[src/rtl/quad_encoder_bank_if.sv]
// Pin/step/position bundle for quad_encoder_bank; the master side drives the pins and controls,
// and the slave side (the encoder bank) returns step pulses, positions and error status.
interface quad_encoder_bank_if #(
  parameter int N_CH  = 2,
  parameter int CNT_W = 8
);
  logic [N_CH-1:0]       a;
  logic [N_CH-1:0]       b;
  logic [N_CH-1:0]       invert;
  logic [1:0]            mode;
  logic [N_CH-1:0]       clr;
  logic [N_CH-1:0]       up;
  logic [N_CH-1:0]       down;
  logic [N_CH*CNT_W-1:0] pos;
  logic [N_CH-1:0]       err;
  logic [N_CH*4-1:0]     err_cnt;

  modport master (
    output a, b, invert, mode, clr,
    input  up, down, pos, err, err_cnt
  );

  modport slave (
    input  a, b, invert, mode, clr,
    output up, down, pos, err, err_cnt
  );
endinterface

[src/rtl/quad_encoder_bank.sv]
// Multi-channel quadrature decoder: 2-flop sync, per-pin debounce, 1x/2x/4x decode, wrapping position.
// Define ENC_ERR_EN to build the illegal-transition pulse and saturating error counter.
module quad_encoder_bank #(
  parameter int N_CH    = 2,
  parameter int CNT_W   = 8,
  parameter int DEB_CYC = 2
) (
  input logic               clk,
  input logic               reset,
  quad_encoder_bank_if.slave bus
);
  localparam int DW = (DEB_CYC < 1) ? 1 : $clog2(DEB_CYC + 1);

  // Two INIT states give the synchroniser time to hold a real pin sample before it is adopted.
  typedef enum logic [1:0] {ST_INIT0, ST_INIT1, ST_RUN} state_t;
  state_t state, state_nxt;

  always_ff @(posedge clk) begin
    // NOTE: sequential state uses non-blocking assignments so every flop samples pre-edge values.
    if (reset) state <= ST_INIT0;
    else       state <= state_nxt;
  end

  always_comb begin
    // NOTE: default assigned first so no path through the case can infer a latch.
    state_nxt = state;
    case (state)
      ST_INIT0: state_nxt = ST_INIT1;
      default:  state_nxt = ST_RUN;
    endcase
  end

  logic load, run;
  assign load = (state == ST_INIT1);
  assign run  = (state == ST_RUN);

  for (genvar i = 0; i < N_CH; i++) begin : g_ch
    logic [1:0]       s1, s2, deb, prev;
    logic [DW-1:0]    cnt [2];
    logic [CNT_W-1:0] pos_q;
    logic             up_q, dn_q, fwd, rev, keep, step_up, step_dn;

    always_comb begin
      fwd = 1'b0;
      rev = 1'b0;
      case ({prev, deb})
        4'b00_10, 4'b10_11, 4'b11_01, 4'b01_00: fwd = 1'b1;
        4'b10_00, 4'b11_10, 4'b01_11, 4'b00_01: rev = 1'b1;
        default: ;
      endcase
      case (bus.mode)
        2'd0:    keep = ~prev[1] & deb[1];
        2'd1:    keep = prev[1] ^ deb[1];
        default: keep = 1'b1;
      endcase
      step_up = run & keep & (bus.invert[i] ? rev : fwd);
      step_dn = run & keep & (bus.invert[i] ? fwd : rev);
    end

    always_ff @(posedge clk) begin
      if (reset) begin
        s1    <= '0;
        s2    <= '0;
        deb   <= '0;
        prev  <= '0;
        up_q  <= 1'b0;
        dn_q  <= 1'b0;
        pos_q <= '0;
        for (int p = 0; p < 2; p++) cnt[p] <= '0;
      end else begin
        s1   <= {bus.a[i], bus.b[i]};
        s2   <= s1;
        up_q <= step_up;
        dn_q <= step_dn;
        if (load) begin
          // s1 is the value s2 takes on this edge, so the adopted state is the settled pin level.
          deb  <= s1;
          prev <= s1;
        end else begin
          prev <= deb;
          for (int p = 0; p < 2; p++) begin
            if (!run || s2[p] == deb[p]) begin
              cnt[p] <= '0;
            end else if (cnt[p] == DW'(DEB_CYC)) begin
              deb[p] <= s2[p];
              cnt[p] <= '0;
            end else begin
              cnt[p] <= cnt[p] + DW'(1);
            end
          end
        end
        if (bus.clr[i])   pos_q <= '0;
        else if (step_up) pos_q <= pos_q + CNT_W'(1);
        else if (step_dn) pos_q <= pos_q - CNT_W'(1);
      end
    end

    assign bus.up[i]                 = up_q;
    assign bus.down[i]               = dn_q;
    assign bus.pos[i*CNT_W +: CNT_W] = pos_q;

`ifdef ENC_ERR_EN
    logic       err_q;
    logic [3:0] ecnt_q;
    logic       illegal;
    assign illegal = run & ((prev ^ deb) == 2'b11);

    always_ff @(posedge clk) begin
      if (reset) begin
        err_q  <= 1'b0;
        ecnt_q <= '0;
      end else begin
        err_q <= illegal;
        if (bus.clr[i])                     ecnt_q <= '0;
        else if (illegal && ecnt_q != 4'hF) ecnt_q <= ecnt_q + 4'd1;
      end
    end

    assign bus.err[i]             = err_q;
    assign bus.err_cnt[i*4 +: 4] = ecnt_q;
`else
    assign bus.err[i]             = 1'b0;
    assign bus.err_cnt[i*4 +: 4] = 4'h0;
`endif
  end
endmodule

[src/flat_wrapper.sv]
// flat-port wrapper written by rule: the top's interface ports become plain ports
module quad_encoder_bank_flat 
#(
  parameter int N_CH    = 2,
  parameter int CNT_W   = 8,
  parameter int DEB_CYC = 2
)
  (clk, reset, bus_a, bus_b, bus_invert, bus_mode, bus_clr, bus_up, bus_down, bus_pos, bus_err, bus_err_cnt);
  quad_encoder_bank_if #(.N_CH(N_CH), .CNT_W(CNT_W)) bus_i ();
  input logic clk;
  input logic reset;
  input wire logic [$bits(bus_i.a)-1:0] bus_a;
  input wire logic [$bits(bus_i.b)-1:0] bus_b;
  input wire logic [$bits(bus_i.invert)-1:0] bus_invert;
  input wire logic [$bits(bus_i.mode)-1:0] bus_mode;
  input wire logic [$bits(bus_i.clr)-1:0] bus_clr;
  output wire logic [$bits(bus_i.up)-1:0] bus_up;
  output wire logic [$bits(bus_i.down)-1:0] bus_down;
  output wire logic [$bits(bus_i.pos)-1:0] bus_pos;
  output wire logic [$bits(bus_i.err)-1:0] bus_err;
  output wire logic [$bits(bus_i.err_cnt)-1:0] bus_err_cnt;
  assign bus_i.a = bus_a;
  assign bus_i.b = bus_b;
  assign bus_i.invert = bus_invert;
  assign bus_i.mode = bus_mode;
  assign bus_i.clr = bus_clr;
  assign bus_up = bus_i.up;
  assign bus_down = bus_i.down;
  assign bus_pos = bus_i.pos;
  assign bus_err = bus_i.err;
  assign bus_err_cnt = bus_i.err_cnt;
  quad_encoder_bank #(.N_CH(N_CH), .CNT_W(CNT_W), .DEB_CYC(DEB_CYC)) u_core (.clk(clk), .reset(reset), .bus(bus_i));
endmodule
[config.mk]
export PLATFORM = sky130hd
export DESIGN_NAME = quad_encoder_bank_flat
export DESIGN_NICKNAME = d
export VERILOG_FILES = /design/src/rtl/quad_encoder_bank_if.sv /design/src/rtl/quad_encoder_bank.sv /design/src/flat_wrapper.sv
export SDC_FILE = /design/constraint.sdc
export NUM_CORES = 1
export LEC_CHECK = 0
export CAP_MARGIN = 20
export CELL_PAD_IN_SITES_DETAIL_PLACEMENT = 0
export CELL_PAD_IN_SITES_GLOBAL_PLACEMENT = 2
export CORE_MARGIN = 4
export CORE_UTILIZATION = 30
export DETAILED_ROUTE_END_ITERATION = 12
export DONT_BUFFER_PORTS = 1
export GPL_TIMING_DRIVEN = 0
export HOLD_SLACK_MARGIN = 0.08
export PLACE_DENSITY = 0.65
export SYNTH_ARGS = -nofsm -noshare
export SYNTH_HDL_FRONTEND = slang
export SYNTH_SLANG_ARGS = --single-unit
export TNS_END_PERCENT = 30
[constraint.sdc]
create_clock -name clk -period 4.35 [get_ports clk]
set_clock_uncertainty 0.1 [all_clocks]
set_input_delay 0.435 -clock clk [delete_from_list [all_inputs] [get_ports clk]]
set_output_delay 0.435 -clock clk [all_outputs]
set_load 0.01 [all_outputs]
==> key figures <==
Outcome
  – Outcome: complete, no violations

STA
  – Final setup fails: 0
  – Endpoints failing hold: 0
  – F_max: around 280 MHz
  – Least-Margin Pin Slew: between 600 and 700 ps
  – Slew Limit Headroom: a little under three fifths
  – Fin crit period: roughly 3600 ps
  – Part of the cycle the worst path needs: between 80% and 90%
  – Setup TNS: 0 ps
  – Fin. max-slew vios: 0
  – RSZ-0062 raised after global routing: no

Cells and area
  – Layout Nets: 339
  – Final Non-Filler Cells: about 410
  – Finished Cell Area: around 2900 µm²
  – Layout Area Growth over Synthesis: 11.4%
  – Finished Core Util: about a third
  – Antenna cells: 0
  – Share of cells above drive strength 1: roughly 11%
  – Fill cell count: 910

Power and ir drop
  – Maximum VDD drop: about 0.13 mV
  – Total power: ~950 µW
  – Leak pwr: approximately 1.1 nW
  – Power per cell area: between 300 and 400 nW/µm²

Place
  – Hpwl dp: approximately 4100 µm
  – Gp weighted congestion: between 0.7 and 0.8
  – Area of placed instances: about 2800 µm²
  – Port Buffer Count: 0
  – Placed insts: between 400 and 500

Synthesis
  – Multiplexer area fraction after synthesis: 7.14%
  – Flops & latches, synth: 46
  – Synthesized cell area: ~2600 µm²
  – Share of the synthesized area in the top cell type: 29.1%
  – Netlist cell types: 41
  – Area leader, netlist: dfxtp_1
  – Syn avg cell area: around 9 µm²
  – Synth area leaders: dfxtp_1 (29%), edfxtp_1 (9.2%), ha_1 (9.1%), nor2_1 (5.7%), mux2i_1 (5.0%)
  – Seq/Total Area, Yosys: a little under two fifths
  – Post-synthesis adder-cell area fraction: a little over a tenth
  – Post-synthesis simple-gate area fraction: 19.5%
  – Post-Synth XOR/XNOR Area: roughly 6.4%
  – Async S/R FF share, synth: 0%
  – Cells after Synth: between 200 and 300
  – Compound-gate portion of the synthesized area: 10.1%
  – Ys Warns: 0
  – Post-synth EDFFs: 8
  – Ys flop type: dfxtp_1
  – Main combinational cell family by area after synthesis: simple AND/OR/NAND/NOR gates
  – Count leader, synth: nor2_1
  – Synth cell count leaders: nor2_1 (40), dfxtp_1 (38), a21oi_1 (19), ha_1 (19), nand2_1 (16)

Global routing
  – GRT overflow: 0
  – Initial antenna violation count: 0
  – Global-route wire length before repair: a little under 9000 µm
  – Number of global-route vias before repair: ~1800
  – Largest net degree at the start of global routing: 15
  – Total Routing Usage GR: 10.9%

Clock network
  – CTS tree: built
  – Hold buffer count at CTS: 0
  – Post-CTS resize count: 0
  – Reg clk slew, reported paths: around 90 ps
  – Cts bufs inserted: 5
  – Clock root buffer: clkbuf_8
  – Clk Latency, worst-skew pair: 290 ps
  – H-Tree Level Count: 2
  – Clk sinks: 46
  – Max Buffers Root-to-Sink: 2
  – Post-CTS Setup Inserts: 0

Floorplanning
  – Row count: 33
  – DIE WIDTH: about 100 µm
  – Core Area: around 8300 µm²
  – Die Ht: roughly 100 µm
  – Die footprint: about 10000 µm²
  – I/O pins: 42
  – Initial Util: between 30% and 40%

Job
  – Maxcap violations: 0

Critical path
  – CP bufs+invs: 1
  – Cell mode on critical path: ha_1
  – CP peak stage delay: 560 ps
  – Critical Path Slowest Stage Cell: o31ai_1
  – CP endpoint kind: flop
  – Critical path's top delay family: compound AO/OA/AOI/OAI gates
  – Critical path cell sequence: ha_1, and2b_2, o31ai_1, a21oi_4, inv_1, ha_1, nor2b_1, o21ai_0, a21oi_1, o21a_1, or3_1, a41o_1
  – Nature of the critical path startpoint: flop
  – Worst Path Arrival: 3650 ps
  – CP Data Required Time: between 4000 and 5000 ps
  – Crit-path max FO: 7
  – Crit Path Category: reg2reg

Detailed routing
  – # DRC: 0
  – WL/cell: between 10 and 15 µm
  – 1st-iter DRT viols: 29
  – Final ANT Viol Nets: 0
  – Number of vias per cell: between 4 and 5
  – Drt total wl: between 5000 and 6000 µm
  – Via count: approximately 1800
  – Drt pass-1 iters: 4

Hold path
  – Min-delay worst type: in2reg
## power by group
part           switching, mW  internal (mW)
Clock                  0.147          0.227
Combinational         0.0661         0.0519
Sequential            0.0115          0.449
Total                  0.224          0.728
## path summary, 6_finish.rpt
kind,end,start,slack [ps],cells past startpoint
worst max-delay path,u_core.g_ch[1].pos_q[6]$_SDFFE_PP0P_,u_core.g_ch[1].deb[1]$_SDFFE_PP0P_,800,12
worst min-delay path,u_core.g_ch[1].s1[1]$_SDFF_PP0_,bus_a[1],170,1
worst max register to register,u_core.g_ch[1].pos_q[6]$_SDFFE_PP0P_,u_core.g_ch[1].deb[1]$_SDFFE_PP0P_,800,12
worst min register to register,u_core.g_ch[0].s2[1]$_SDFF_PP0_,u_core.g_ch[0].s1[1]$_SDFF_PP0_,380,1
## area by class of cell
type | instances | area, µm² | share of cell area [%]
Sequential cell | 46 | 1000 | 34.4
Clock buffer | 5 | 68.8 | 2.37
Clock inverter | 3 | 63.8 | 2.19
Inverter | 12 | 45.0 | 1.55
Multi-Input combinational cell | 214 | 1440 | 49.5
Tap cell | 105 | 131 | 4.52
Buffer | 27 | 159 | 5.46
## metrics by stage
stage / hold WS (ps) / setup slack, ps
after floorplan: 356 / 1240
after global placement: 377 / 744
after detailed placement: 378 / 745
after CTS: 151 / 747
after global routing: 157 / 549
final: 168 / 796
## registers in the layout, indices dropped and copies added, names as in the netlist
register / flops
u_core.g_ch.s1: 4
u_core.g_ch.cnt: 8
u_core.g_ch.deb: 4
u_core.g_ch.s2: 4
u_core.state: 2
u_core.g_ch.prev: 4
u_core.g_ch.pos_q: 16
u_core.g_ch.up_q: 2
u_core.g_ch.dn_q: 2
## logic make-up after synthesis
kind of cell	count (synthesis)
and+or+nand+nor	104
buffers and inverters	39
DFF	46
adders and majority gates	21
other	1
AOI/OAI and AO/OA	42
xor gates and xnor gates	19
muxes	18
## routing by layer
layer  global-route usage, %  wire (µm)  vias to the layer above
met2                    16.4       2330                       25
met5                       0          0                        -
li1                        -          -                      988
met1                    15.1       2650                      816
met3                    3.51        322                        2
met4                    2.76         29                        0
## worst register-to-register path: stages, from the launching register on
cell     delay (ps)
dfxtp_1         390
ha_1            300
and2b_2         200
o31ai_1         560
a21oi_4          90
inv_1           230
ha_1            320
nor2b_1         150
o21ai_0         280
a21oi_1         140
o21a_1          190
or3_1           300
a41o_1          230
## layout by cell type, fill, tap and decap left out, drive strengths merged, types with 6 or more instances in the layout
cell / Yosys / layout
inv: 12 / 12
nor2: 40 / 40
nand2b: 6 / 6
clkbuf: 10 / 15
mux2i: 13 / 13
ha: 19 / 19
nand2: 16 / 16
conb: 1 / 10
o21ai: 7 / 7
xnor2: 13 / 13
nor3: 7 / 7
a21oi: 20 / 20
edfxtp: 8 / 8
nand3: 7 / 7
nor2b: 10 / 10
buf: 17 / 17
dfxtp: 38 / 38
xor2: 6 / 6
No activity file was read; power rests on OpenSTA's default activity.
